**config.mk**
```make
export PLATFORM = sky130hd
export DESIGN_NAME = clk_div_prog
export DESIGN_NICKNAME = d
export VERILOG_FILES = /design/src/rtl/clk_div_pkg.sv /design/src/rtl/clk_div_prog.sv
export SDC_FILE = /design/constraint.sdc
export NUM_CORES = 1
export LEC_CHECK = 0
export BUFFER_PORTS_ARGS = -buffer_cell sky130_fd_sc_hd__buf_2
export CORE_MARGIN = 3
export CORE_UTILIZATION = 61
export DETAILED_ROUTE_END_ITERATION = 6
export PLACE_DENSITY = 0.85
export SETUP_SLACK_MARGIN = 0.2
export SKIP_CTS_REPAIR_TIMING = 1
export SYNTH_ARGS = -nofsm -noshare
export SYNTH_HDL_FRONTEND = slang
export SYNTH_SLANG_ARGS = --single-unit
export TNS_END_PERCENT = 1
```
**constraint.sdc**
```tcl
create_clock -name clk_i -period 7.7 [get_ports clk_i]
set_clock_uncertainty 0.1 [all_clocks]
set_input_delay 1.54 -clock clk_i [delete_from_list [all_inputs] [get_ports clk_i]]
set_output_delay 1.54 -clock clk_i [all_outputs]
set_load 0.1 [all_outputs]
```
**src/rtl/clk_div_pkg.sv**
```systemverilog
// Shared types and constants for the programmable clock divider.
package clk_div_pkg;

  typedef enum logic {
    MODE_SQUARE = 1'b0,
    MODE_PULSE  = 1'b1
  } mode_e;

  localparam int unsigned DIV_MIN = 2;

endpackage

```
**src/rtl/clk_div_prog.sv**
```systemverilog
// Fully synchronous programmable divider: one counter, a shadow register for
// runtime divisor/mode updates applied at period boundaries, registered outputs.
module clk_div_prog
  import clk_div_pkg::*;
#(
  parameter int unsigned DIV_W   = 16,
  parameter int unsigned DIV_RST = 2
) (
  input  logic             clk_i,
  input  logic             rst_ni,
  input  logic             en_i,
  input  logic [DIV_W-1:0] div_i,
  input  logic             mode_i,
  input  logic             div_load_i,
  output logic             div_pend_o,
  output logic             div_ack_o,
  output logic             div_err_o,
  output logic             tick_o,
  output logic             out_o
);

  if ((DIV_RST < DIV_MIN) || (DIV_RST > (2 ** DIV_W) - 1)) begin : g_bad_div_rst
    $error("clk_div_prog: DIV_RST out of range");
  end

  localparam logic [DIV_W-1:0] DivMin   = DIV_W'(DIV_MIN);
  localparam logic [DIV_W-1:0] DivReset = DIV_W'(DIV_RST);

  logic [DIV_W-1:0] cnt_q, cnt_d;
  logic [DIV_W-1:0] n_q, n_d;
  mode_e            mode_q, mode_d;
  logic [DIV_W-1:0] sh_n_q, sh_n_d;
  mode_e            sh_mode_q, sh_mode_d;
  logic             pend_q, pend_d;
  logic             ack_q, err_q, tick_q;
  logic             out_q, out_d;

  logic             wrap, apply, load_bad, load_ok;
  logic [DIV_W:0]   half;

  always_comb begin
    wrap      = en_i && (cnt_q == n_q - DIV_W'(1));
    // Pending request lands on a wrap, or immediately while the counter is idle.
    apply     = pend_q && (wrap || !en_i);
    load_bad  = div_load_i && (div_i < DivMin);
    load_ok   = div_load_i && !pend_q && !load_bad;

    cnt_d     = cnt_q;
    n_d       = n_q;
    mode_d    = mode_q;
    sh_n_d    = sh_n_q;
    sh_mode_d = sh_mode_q;
    pend_d    = pend_q;
    out_d     = out_q;

    if (en_i) begin
      cnt_d = wrap ? '0 : cnt_q + DIV_W'(1);
    end

    if (apply) begin
      n_d    = sh_n_q;
      mode_d = sh_mode_q;
      pend_d = 1'b0;
      if (!en_i) begin
        cnt_d = '0;
      end
    end else if (load_ok) begin
      sh_n_d    = div_i;
      sh_mode_d = mode_e'(mode_i);
      pend_d    = 1'b1;
    end

    // High phase is ceil(N/2); widened so N = 2^DIV_W-1 cannot overflow.
    half = ({1'b0, n_d} + (DIV_W + 1)'(1)) >> 1;

    if (en_i) begin
      out_d = (mode_d == MODE_PULSE) ? wrap : ({1'b0, cnt_d} < half);
    end else if (apply) begin
      out_d = 1'b0;
    end
  end

  always_ff @(posedge clk_i) begin
    if (!rst_ni) begin
      cnt_q     <= '0;
      n_q       <= DivReset;
      mode_q    <= MODE_SQUARE;
      sh_n_q    <= '0;
      sh_mode_q <= MODE_SQUARE;
      pend_q    <= 1'b0;
      ack_q     <= 1'b0;
      err_q     <= 1'b0;
      tick_q    <= 1'b0;
      out_q     <= 1'b0;
    end else begin
      cnt_q     <= cnt_d;
      n_q       <= n_d;
      mode_q    <= mode_d;
      sh_n_q    <= sh_n_d;
      sh_mode_q <= sh_mode_d;
      pend_q    <= pend_d;
      ack_q     <= apply;
      err_q     <= load_bad;
      tick_q    <= wrap;
      out_q     <= out_d;
    end
  end

  assign div_pend_o = pend_q;
  assign div_ack_o  = ack_q;
  assign div_err_o  = err_q;
  assign tick_o     = tick_q;
  assign out_o      = out_q;

endmodule
```
# Yosys cells after proc, flatten, opt, wreduce, memory -nomap -nowiden
# Cells that the tools add are included.
[word_totals]
register_bits = 55
[op_classes]
addsub = 3
n_lt_le_gt_ge = 2
eq_ne = 1
mux = 9
n_bitwise = 2
reduce_logical = 12
[op_table]
columns = ["operator", "n"]
rows = [
  ["two-way mux 16 bit", 5],
  ["adder 16 x 1 -> 17 bit, second input constant", 1],
  ["adder 16 x 1 -> 16 bit, second input constant", 1],
  ["== test 16 bit", 1],
  ["< comparator 16 bit", 1],
  ["< comparator 16 x 2 -> 1 bit, second input constant", 1],
  ["subtractor 16 x 1 -> 16 bit, second input constant", 1],
  ["logical AND 1 bit", 5],
  ["two-way mux 1 bit", 4],
  ["zero test 1 bit", 3],
  ["NOT 1 bit", 2],
  ["AND reduction 2 bit", 1],
  ["nonzero test 2 bit", 1],
  ["OR reduction 2 bit", 1],
  ["logical OR 1 bit", 1],
]

# Logic depth before layout (Yosys ltp)
[logic_depth]
ltp_word = 10
depth_mapped = 28

# Least setup slack after synthesis
# No wires, ideal clock.
[synth_timing]
path_kind = "register -> register"
start = "register n_q[0]"
end = "register out_q, in the netlist out_o"
setup_ns = 0.106
arrival_time_ns = 5.309
required_ns = 7.494
path_slack_ns = 2.185
stages_incl_launch_ff = 29
synth_period_minus_slack_ns = 5.515
path_cell_list = "dfxtp_1 > clkbuf_1 > inv_1 > ha_1 > or4b_4 > or4_4 > a31oi_2 > nor4b_2 > and4bb_2 > a31o_4 > nand2_4 > mux2_2 > ha_1 > clkbuf_1 > nand2_1 > nor2_1 > xnor2_1 > nor2_1 > a21oi_1 > ha_1 > a21o_1 > a21o_1 > a21o_1 > a21o_1 > a21oi_1 > nor2_1 > a2111oi_0 > nand3_1 > o311ai_0"
[synth_via]
elab_chain_cells = 10
word_cells_on_any_way = 16
classes_between = "add/sub (2); order compare (1); eq/ne (1); mux (8); reduce/logical (4)"
[synth_lines]
columns = ["item", "line_no", "source"]
rows = [
  ["from (decl)", "clk_div_prog.sv:30", "logic [DIV_W-1:0] n_q, n_d;"],
  ["from (signal assigned)", "clk_div_prog.sv:86", "n_q <= DivReset;"],
  ["from (signal assigned)", "clk_div_prog.sv:97", "n_q <= n_d;"],
  ["subtractor 16 x 1 -> 16 bit", "clk_div_prog.sv:42", "wrap = en_i && (cnt_q == n_q - DIV_W'(1));"],
  ["== test 16 bit", "clk_div_prog.sv:42", ""],
  ["logical AND 1 bit", "clk_div_prog.sv:42", ""],
  ["logical OR 1 bit", "clk_div_prog.sv:44", "apply = pend_q && (wrap || !en_i);"],
  ["logical AND 1 bit", "clk_div_prog.sv:44", ""],
  ["two-way mux 16 bit *", "clk_div_prog.sv:60", "if (apply) begin"],
  ["named net n_d[0]", "clk_div_prog.sv:30", ""],
  ["adder 16 x 1 -> 17 bit *", "clk_div_prog.sv:74", "half = ({1'b0, n_d} + (DIV_W + 1)'(1)) >> 1;"],
  ["< comparator 16 bit *", "clk_div_prog.sv:77", "out_d = (mode_d == MODE_PULSE) ? wrap : ({1'b0, cnt_d} < half);"],
  ["two-way mux 1 bit *", "clk_div_prog.sv:77", ""],
  ["two-way mux 1 bit *", "clk_div_prog.sv:76", "if (en_i) begin"],
  ["to (signal assigned)", "clk_div_prog.sv:105", "out_q <= out_d;"],
  ["to (decl)", "clk_div_prog.sv:36", "logic out_q, out_d;"],
]
# Mark *: on every way through the listed nets, which the timed path passes. The rest lies on a longest branch.
# A chain may end at the register's enable or synchronous reset.

# Final worst setup path
# Ends and elaborated chain as after synthesis.

==> reports/metrics.cfg <==
[status]
status = complete, no violations

[detailed_routing]
drc = 0
drt_wl_total_mm = 9.46
wl_per_cell_um = 16.3
first_iter_violations = 292
viasPerCell = 6.21
vias = 3604
drtAntennaViolNets = 0
drt_first_pass_iters = 5

[synthesis]
syn_avg_cell_area_um2 = 7.66
ys_seq_elements = 55
synth_top_area_share_pct = 28.7
synth_edf_count = 0
synth_area_leaders = dfxtp_1 (29%), nor2_1 (7.3%), xnor2_1 (7.3%)
ys_warn_count = 0
ys_types = 57
netlist_area_um2 = 3840
synth_cells = 501
synth_top_area_cell = dfxtp_1
seq_area_frac_synth_pct = 28.7
syn-num-nets = 540
synth-async-reset-ratio_pct = 0
ys.flop_type = dfxtp_1

[place]
place_congestion = 1.01
hpwlAfterDp_mm = 7.20
portBuffers = 25
place_inst = 573

[cells_and_area]
syn_to_final_growth_pct = 5.61
drive_gt1_share_pct = 9.50
n_antenna_cell = 0
mostFrequentLayoutCells = nor2_1 (75), dfxtp_1 (55), nand2_1 (48)
fillers = 515
stdcell_count = 580
multi_input_area_um2 = 2570
seqCellArea_um2 = 1100
nNetsFinal = 544
final_common_cell = nor2_1

[timing]
slew_headroom_pct = 35.3
rsz0062_at_grt = false
fin_crit_sh_pct = 84.9
tightest_slew_ns = 0.970
clock.fmax_ghz = 0.153
slew_violations = 0
tns_ns = 0
fin_hold_ws_ns = 0.411
fin_crit_ns = 6.54
setup_viol = 0
finalHoldViolCount = 0

[setup_path]
critical_path.max_fanout = 45
rrSetupSlack_ns = 1.16
cp_slowest_cell = a2111oi_0
slowest_delay_ns = 0.54
critPathMostFrequentCell = a21o_1
timing.rr.start = n_q[0]
path_class = reg2reg
start_kind = flop
cp_data_arrival_time_ns = 6.66
cp-end-kind = flop
rr_endpoint = out_o
crit_required_ns = 7.82
reg2reg_depth = 26

[floorplanning]
num_rows = 28
die-area_um2 = 7280
start_util_pct = 64.1
die_y_um = 85.3
die_x_um = 85.3
coreArea_um2 = 5990
ios = 26

[clocking]
clk_pin_slew_ns = 0.10
cts_max_path_buffers = 2
htree_num_levels = 2
clock_latency_ns = 0.31
cts_num_sinks = 55
cts_made_buffers = 5
root_buffer = clkbuf_8
tritoncts = yes

[global_route]
grt_max_degree = 52
grt_pass1_wl_mm = 16.0
grt_pass1_vias = 3422
gr-total-overflow = 0
antenna_found_initial = 0
grt_usage_pct = 27.1

[worst_hold_path]
hp-start = sh_n_q[7]
min_path_cells = 2
worstHoldPathType = reg2reg
whs_endpoint = n_q[7]

[run]
max_cap_violations = 0

[pwr]
p_per_area_nw_per_um2 = 154
vdd.ir_drop.worst_mv = 0.115
p_leak_uw = 0.00164

[worst max path at each step]
stage / cells past startpoint / slack, ns / to / from
after floorplan: 28 / 2.19 / out_o / n_q[0]
after global placement: 26 / 1.63 / out_o / n_q[0]
after detailed placement: 26 / 1.31 / out_o / n_q[0]
after CTS: 26 / 1.25 / out_o / n_q[0]
after global routing: 26 / 0.78 / out_o / n_q[0]
final: 26 / 1.16 / out_o / n_q[0]
[where the power goes]
part           total, uW  internal (uW)  switching (uW)  leakage (uW)
Clock                190           95.2            95.3     0.0000502
Combinational        122           46.3            75.5       0.00114
Sequential           310            295            15.4      0.000447
Total                622            436             186       0.00164
[routing by layer]
metal  track usage, %  up-vias  share of wire, %
met3             4.17       30               5.1
met5                0        -                 0
met2             45.1      128                48
met1             34.2     1685                43
li1                 -     1761                 -
met4             12.8        0               3.6
[registers in the layout (all words and copies together) (netlist names)]
signal / count
cnt_q: 16
div_ack_o: 1
div_err_o: 1
div_pend_o: 1
mode_q: 1
n_q: 16
out_o: 1
sh_mode_q: 1
sh_n_q: 16
tick_o: 1
[cells in the mapped netlist (4+ instances only)]
| master | instances |
|---|---|
| a21o_1 | 4 |
| a21oi_1 | 34 |
| and3_1 | 8 |
| buf_2 | 7 |
| clkbuf_1 | 21 |
| dfxtp_1 | 55 |
| ha_1 | 18 |
| inv_1 | 9 |
| mux2i_1 | 18 |
| nand2_1 | 48 |
| nand3_1 | 33 |
| nand4_1 | 14 |
| nor2_1 | 75 |
| nor3_1 | 23 |
| nor4_1 | 8 |
| o21ai_0 | 9 |
| or3_1 | 4 |
| xnor2_1 | 32 |
| xor2_1 | 28 |
[cell type report]
cell class	count	area share (%)
clock inverters	2	0.926
well taps	75	2.32
repair buffers	28	3.64
multi-input cells	405	63.3
inverters	10	0.926
clock buffers	5	1.70
flip-flops and latches	55	27.2
[critical path, delay by kind of cell, from the launching register on]
kind / cells / cell delay, ns
and+or+nand+nor: 10 / 2.38
AOI/OAI and AO/OA: 10 / 2.09
adders and majority gates: 3 / 0.89
DFF: 1 / 0.44
muxes: 1 / 0.34
xor gates and xnor gates: 1 / 0.13
buffers and inverters: 1 / 0.10
[per-stage QoR]
step | total power (uW) | worst slack, ns | util (%) | cell area (um^2)
2_1_floorplan | 406 | 2.19 | - | 3840
3_3_place_gp | 434 | 1.63 | 65.9 | 3950
3_5_place_dp | 436 | 1.31 | 65.9 | 3950
4_1_cts | 622 | 1.25 | 67.6 | 4050
5_1_grt | 651 | 0.776 | 67.6 | 4050
6_report | 622 | 1.16 | 67.6 | 4050
[cell families (layout without fill, tap and decap cells)]
family | after synthesis | in the layout | share of synthesized area [%]
AND/OR/NAND/NOR | 236 | 236 | 30.0
adder cells (fa/ha/maj) | 18 | 18 | 5.87
AO/OA/AOI/OAI | 70 | 70 | 11.6
multiplexers | 21 | 21 | 5.67
buffers and inverters | 41 | 45 | 4.43
XOR/XNOR | 60 | 60 | 13.7
flip-flops | 55 | 55 | 28.7
Note: power is estimated with default switching activity, not from simulation.
